--- src/rtl/axis_fp_mult_sched_if.sv ---
// Bundle of the operand streams, the multiplier operand/result bus, the result stream and status.
// The slave modport is the scheduler's view; the master modport is the surrounding datapath's view.
interface axis_fp_mult_sched_if #(
  parameter int DATA     = 32,
  parameter int MULT_LAT = 4
);
  localparam int IW = $clog2(MULT_LAT + 1);

  logic            s_axis_valid_a;
  logic            s_axis_ready_a;
  logic [DATA-1:0] s_axis_data_a;
  logic            s_axis_valid_b;
  logic            s_axis_ready_b;
  logic [DATA-1:0] s_axis_data_b;
  logic [DATA-1:0] mult_op_a;
  logic [DATA-1:0] mult_op_b;
  logic [DATA-1:0] mult_result;
  logic            m_axis_valid;
  logic            m_axis_ready;
  logic [DATA-1:0] m_axis_data;
  logic [IW-1:0]   inflight;
  logic            ovf_err;

  modport slave (
    input  s_axis_valid_a, s_axis_data_a, s_axis_valid_b, s_axis_data_b,
    input  mult_result, m_axis_ready,
    output s_axis_ready_a, s_axis_ready_b, mult_op_a, mult_op_b,
    output m_axis_valid, m_axis_data, inflight, ovf_err
  );

  modport master (
    output s_axis_valid_a, s_axis_data_a, s_axis_valid_b, s_axis_data_b,
    output mult_result, m_axis_ready,
    input  s_axis_ready_a, s_axis_ready_b, mult_op_a, mult_op_b,
    input  m_axis_valid, m_axis_data, inflight, ovf_err
  );
endinterface

--- src/rtl/axis_fp_mult_sched.sv ---
// Joins operand streams A/B into multiplier issues, tracks in-flight ops in a valid shift
// register and buffers products in a credit-protected fall-through FIFO.
module axis_fp_mult_sched #(
  parameter int DATA       = 32,
  parameter int MULT_LAT   = 4,
  parameter int FIFO_DEPTH = 8
) (
  input logic               axis_clk,
  input logic               rst,
  axis_fp_mult_sched_if.slave bus
);
  localparam int IW = $clog2(MULT_LAT + 1);
  localparam int PW = $clog2(FIFO_DEPTH);
  localparam int CW = $clog2(FIFO_DEPTH + 1);
  localparam int SW = CW + 1;

  logic [MULT_LAT-1:0] vld_q, vld_d;
  logic [IW-1:0]       inflight_q, inflight_d;
  logic [PW-1:0]       wr_ptr_q, rd_ptr_q;
  logic [CW-1:0]       count_q, count_d;
  logic [DATA-1:0]     op_a_q, op_b_q;
  logic                ovf_q;
  logic [DATA-1:0]     mem [FIFO_DEPTH];

  logic [SW-1:0] occupancy;
  logic          credit_ok, fire, capture, pop, full, wr_en, m_valid;

  // A pop in the current cycle is deliberately ignored; its slot is reusable next cycle.
  assign occupancy = SW'(count_q) + SW'(inflight_q);
  assign credit_ok = occupancy < SW'(FIFO_DEPTH);
  assign fire      = !rst && bus.s_axis_valid_a && bus.s_axis_valid_b && credit_ok;
  assign capture   = vld_q[MULT_LAT-1];
  assign m_valid   = !rst && (count_q != '0);
  assign pop       = m_valid && bus.m_axis_ready;
  assign full      = count_q == CW'(FIFO_DEPTH);
  assign wr_en     = capture && (!full || pop);

  always_comb begin
    vld_d      = MULT_LAT'({vld_q, fire});
    inflight_d = inflight_q;
    count_d    = count_q;
    case ({fire, capture})
      2'b10:   inflight_d = inflight_q + IW'(1);
      2'b01:   inflight_d = inflight_q - IW'(1);
      default: inflight_d = inflight_q;
    endcase
    case ({wr_en, pop})
      2'b10:   count_d = count_q + CW'(1);
      2'b01:   count_d = count_q - CW'(1);
      default: count_d = count_q;
    endcase
  end

  always_ff @(posedge axis_clk) begin
    if (rst) begin
      vld_q      <= '0;
      inflight_q <= '0;
      count_q    <= '0;
      wr_ptr_q   <= '0;
      rd_ptr_q   <= '0;
      op_a_q     <= '0;
      op_b_q     <= '0;
      ovf_q      <= 1'b0;
    end else begin
      vld_q      <= vld_d;
      inflight_q <= inflight_d;
      count_q    <= count_d;
      if (fire) begin
        op_a_q <= bus.s_axis_data_a;
        op_b_q <= bus.s_axis_data_b;
      end
      if (wr_en) wr_ptr_q <= wr_ptr_q + PW'(1);
      if (pop)   rd_ptr_q <= rd_ptr_q + PW'(1);
      if (capture && full && !pop) ovf_q <= 1'b1;
    end
  end

  // Storage has no reset; stale entries are unreachable once the pointers clear.
  always_ff @(posedge axis_clk) begin
    if (wr_en) mem[wr_ptr_q] <= bus.mult_result;
  end

  assign bus.s_axis_ready_a = !rst && bus.s_axis_valid_b && credit_ok;
  assign bus.s_axis_ready_b = !rst && bus.s_axis_valid_a && credit_ok;
  assign bus.mult_op_a      = op_a_q;
  assign bus.mult_op_b      = op_b_q;
  assign bus.m_axis_valid   = m_valid;
  assign bus.m_axis_data    = mem[rd_ptr_q];
  assign bus.inflight       = inflight_q;
  assign bus.ovf_err        = ovf_q;
endmodule

--- src/flat_wrapper.sv ---
// flat-port wrapper written by rule: the top's interface ports become plain ports
module axis_fp_mult_sched_flat 
#(
  parameter int DATA       = 32,
  parameter int MULT_LAT   = 4,
  parameter int FIFO_DEPTH = 8
)
  (axis_clk, rst, bus_s_axis_valid_a, bus_s_axis_data_a, bus_s_axis_valid_b, bus_s_axis_data_b, bus_mult_result, bus_m_axis_ready, bus_s_axis_ready_a, bus_s_axis_ready_b, bus_mult_op_a, bus_mult_op_b, bus_m_axis_valid, bus_m_axis_data, bus_inflight, bus_ovf_err);
  axis_fp_mult_sched_if #(.DATA(DATA), .MULT_LAT(MULT_LAT)) bus_i ();
  input logic axis_clk;
  input logic rst;
  input wire logic [$bits(bus_i.s_axis_valid_a)-1:0] bus_s_axis_valid_a;
  input wire logic [$bits(bus_i.s_axis_data_a)-1:0] bus_s_axis_data_a;
  input wire logic [$bits(bus_i.s_axis_valid_b)-1:0] bus_s_axis_valid_b;
  input wire logic [$bits(bus_i.s_axis_data_b)-1:0] bus_s_axis_data_b;
  input wire logic [$bits(bus_i.mult_result)-1:0] bus_mult_result;
  input wire logic [$bits(bus_i.m_axis_ready)-1:0] bus_m_axis_ready;
  output wire logic [$bits(bus_i.s_axis_ready_a)-1:0] bus_s_axis_ready_a;
  output wire logic [$bits(bus_i.s_axis_ready_b)-1:0] bus_s_axis_ready_b;
  output wire logic [$bits(bus_i.mult_op_a)-1:0] bus_mult_op_a;
  output wire logic [$bits(bus_i.mult_op_b)-1:0] bus_mult_op_b;
  output wire logic [$bits(bus_i.m_axis_valid)-1:0] bus_m_axis_valid;
  output wire logic [$bits(bus_i.m_axis_data)-1:0] bus_m_axis_data;
  output wire logic [$bits(bus_i.inflight)-1:0] bus_inflight;
  output wire logic [$bits(bus_i.ovf_err)-1:0] bus_ovf_err;
  assign bus_i.s_axis_valid_a = bus_s_axis_valid_a;
  assign bus_i.s_axis_data_a = bus_s_axis_data_a;
  assign bus_i.s_axis_valid_b = bus_s_axis_valid_b;
  assign bus_i.s_axis_data_b = bus_s_axis_data_b;
  assign bus_i.mult_result = bus_mult_result;
  assign bus_i.m_axis_ready = bus_m_axis_ready;
  assign bus_s_axis_ready_a = bus_i.s_axis_ready_a;
  assign bus_s_axis_ready_b = bus_i.s_axis_ready_b;
  assign bus_mult_op_a = bus_i.mult_op_a;
  assign bus_mult_op_b = bus_i.mult_op_b;
  assign bus_m_axis_valid = bus_i.m_axis_valid;
  assign bus_m_axis_data = bus_i.m_axis_data;
  assign bus_inflight = bus_i.inflight;
  assign bus_ovf_err = bus_i.ovf_err;
  axis_fp_mult_sched #(.DATA(DATA), .MULT_LAT(MULT_LAT), .FIFO_DEPTH(FIFO_DEPTH)) u_core (.axis_clk(axis_clk), .rst(rst), .bus(bus_i));
endmodule
--- config.mk ---
export PLATFORM = sky130hd
export DESIGN_NAME = axis_fp_mult_sched_flat
export DESIGN_NICKNAME = d
export VERILOG_FILES = /design/src/rtl/axis_fp_mult_sched_if.sv /design/src/rtl/axis_fp_mult_sched.sv /design/src/flat_wrapper.sv
export SDC_FILE = /design/constraint.sdc
export NUM_CORES = 1
export LEC_CHECK = 0
export ABC_AREA = 1
export CAP_MARGIN = 20
export CORE_AREA = 2 2 166 168
export CTS_BUF_LIST = sky130_fd_sc_hd__clkbuf_8
export DETAILED_ROUTE_END_ITERATION = 8
export DIE_AREA = 0 0 168 170
export GPL_TIMING_DRIVEN = 1
export PLACE_DENSITY = 0.74
export SYNTH_ARGS = -nofsm -noshare
export SYNTH_HDL_FRONTEND = slang
export SYNTH_SLANG_ARGS = --single-unit
--- constraint.sdc ---
create_clock -name axis_clk -period 4.2 [get_ports axis_clk]
set_clock_uncertainty 0.15 [all_clocks]
set_input_delay 1.26 -clock axis_clk [delete_from_list [all_inputs] [get_ports axis_clk]]
set_output_delay 1.26 -clock axis_clk [all_outputs]
set_load 0.01 [all_outputs]
==> impl_results.md <==
- Row cnt: 60
- Ports: 204
- RSZ-0062 raised after global routing: no
- First-pass GRT wire length: around 46 mm
- Hold crit path type: register to register
- Post-Syn Nets: roughly 1300
- Overall Global Routing Usage: between 20% and 30%
- Gpl congestion: slightly below 0.8
- Critical Path Start Type: register
- Outcome: finished, final reports clean
- Drt total wl: 29.76 mm
- Post-DRT Antenna Nets: 0
- 1st-pass router iterations: 5
- Initial drt markers: between 500 and 600
- Area growth, synth to finish: 26.66%
- Worst Path Max Fanout: 62
- Layout Utilization: 63.03%
- Final min period: 3.945 ns
- I/O Buffers: just over 200
- Finished Cell Area: 16800 um2
- DP HPWL: between 15 and 20 mm
- Largest net degree at the start of global routing: 77
- Vias in the first global route: around 9000
- Max Cap Viol: 0
- Mapped Area: around 13000 um2
- CTS buffer count: between 50 and 60
- Via Count: approximately 9000
- Via/cell ratio: about 5.2
- Setup TNS: 0 ns
- Initial antenna violation count: 1
- Flops & latches, synth: roughly 340
- Count of cell types in the netlist: 30
- DIE AREA: 28560 um2
- Hold Violations, Final: 0
- Yosys Warn Count: 0
- Most common cell after layout, fill and taps aside: edfxtp_1
- Commonest non-fill, non-tap cells in the layout: 256 x edfxtp_1, 237 x nand2_1, 202 x clkdlybuf4s50_1
- Crit share post-route: between 90% and 100%
- Clock Tree Buf Depth: 3
- Slew @ Worst Pin: 0.6510 ns
- Slew HR: a little under three fifths
- Starting Density: around 50%
- Pleak: slightly below 6 nW
- Drt drc: 0
- F_max: approximately 250 MHz
- Root Driver: clkbuf_8
- Worst hold slack: between 0.2 and 0.3 ns
- Critical setup path kind: register to output pin
- Die Wd: approximately 170 um
- Core Footprint: approximately 27000 um2
- WL/cell: 17.04 um
- Cells after synthesis: approximately 1100
- Final Slew Violations: 0
- Crit path DAT: between 2 and 3 ns
- Final setup fails: 0
- Aggregate global routing overflow: 0
- Layout cell share with drive strength beyond 1: under 10%
- Net count reported at finish: 1470
- CTS tree: done
- CP Data Required Time: approximately 2.8 ns
- Sequential share of the synthesized area: approximately 71%
- Placed inst area: around 16000 um2
- Die Height: ~170 um
- Max IR drop VDD: 0.0003865 V
- Clk sinks: ~340
- Clk pin slew, worst setup/hold paths: ~0.06 ns
- Pwr/cell area: around 420 nW/um2
- Htree depth: 2
- Mean post-synth cell area: approximately 12 um2
- Worst Setup End Kind: output pin
- Clock Latency Late Sink: about 0.56 ns
-- registers in the layout (all words and copies together) (netlist names), named ones only --
name	flops
u_core.mem	256
u_core.bus.mult_op_a	32
u_core.bus.mult_op_b	32
u_core.count_q	4
u_core.vld_q	4
u_core.bus.inflight	3
u_core.rd_ptr_q	3
u_core.wr_ptr_q	3
u_core.bus.ovf_err	1
-- path summary, 6_finish.rpt --
kind / from / depth (start not counted) / slack, ns / to
setup / recovery: register / 8 / 0.26 / bus_m_axis_data[6]
hold / removal: u_core.vld_q[1] / 2 / 0.25 / u_core.vld_q[2]
setup reg to reg: u_core.count_q[1] / 14 / 1.73 / u_core.count_q[2]
hold reg to reg: u_core.vld_q[1] / 2 / 0.25 / u_core.vld_q[2]
-- synth_stat cells (all sizes together) --
| cell | instances | area [um2] |
|---|---|---|
| or2 | 1 | 6.260 |
| edfxtp | 256 | 7687 |
| o21ai | 134 | 670.6 |
| nand3 | 9 | 62.56 |
| xor2 | 4 | 35.03 |
| ha | 8 | 100.1 |
| a31oi | 1 | 6.260 |
| inv | 25 | 93.84 |
| nor2 | 159 | 596.8 |
| o22ai | 32 | 200.2 |
| mux2i | 32 | 320.3 |
| fa | 1 | 20.02 |
| nor3 | 5 | 30.03 |
| clkbuf | 29 | 108.9 |
| nand2 | 248 | 958.4 |
| xnor2 | 2 | 17.52 |
| a21oi | 71 | 392.9 |
| dfxtp | 85 | 1702 |
| buf | 39 | 246.5 |
| and3 | 1 | 6.260 |
-- layer usage --
metal | routed length [um] | part of all wire, % | GRT usage, %
met1 | 12300 | 41 | 24.82
met2 | 14600 | 49 | 35.68
met3 | 2258 | 7.6 | 6.047
met4 | 598 | 2.0 | 7.070
met5 | 0 | 0 | 0
-- where the power goes --
group / switching [mW] / internal [mW] / total [mW]
registers: 0.0345 / 3.65 / 3.69
logic: 0.368 / 0.323 / 0.691
clock network: 1.26 / 1.39 / 2.64
total: 1.66 / 5.36 / 7.02
-- what timing repair did --
action / 4_1_cts / 5_1_grt
gates resized for setup: 0 / 0
buffers inserted: 0 / 1
hold buffers: 0 / 0
endpoints found under the setup margin: 0 / 8
-- critical path: stages (launching register included) --
cell and delay [ns]:
dfxtp_4 0.52, buf_12 0.32, nor2_1 0.09, nor2_1 0.08, o21ai_0 0.10, o21ai_1 0.11
nand2_1 0.06, nand2_1 0.11, clkdlybuf4s50_1 0.54
-- cell type report --
type,count,area [um2]
antenna,1,2.502
clock buffer,57,784.5
clock inverter,43,239.0
fill,2016,9853
inverter,25,93.84
multi-input combinational,708,3483
sequential,341,9398
tap,341,426.7
timing repair buffer,231,2370
-- stage by stage --
step	power [mW]	std cells	worst slack, ns
2_1_floorplan	4.117	1142	0.2288
3_3_place_gp	4.435	1645	0.2894
3_5_place_dp	4.446	1645	0.2836
4_1_cts	7.080	1745	0.07550
5_1_grt	7.296	1747	0.09295
6_report	7.022	1747	0.2551
-- logic make-up after synthesis --
family / after synthesis / share of synthesized area (%)
AOI/OAI and AO/OA: 238 / 9.576
muxes: 32 / 2.415
and+or+nand+nor: 423 / 12.52
xor gates and xnor gates: 6 / 0.3963
adders and majority gates: 9 / 0.9058
buffers and inverters: 93 / 3.387
DFF: 341 / 70.80
No activity file was read; power rests on OpenSTA's default activity.
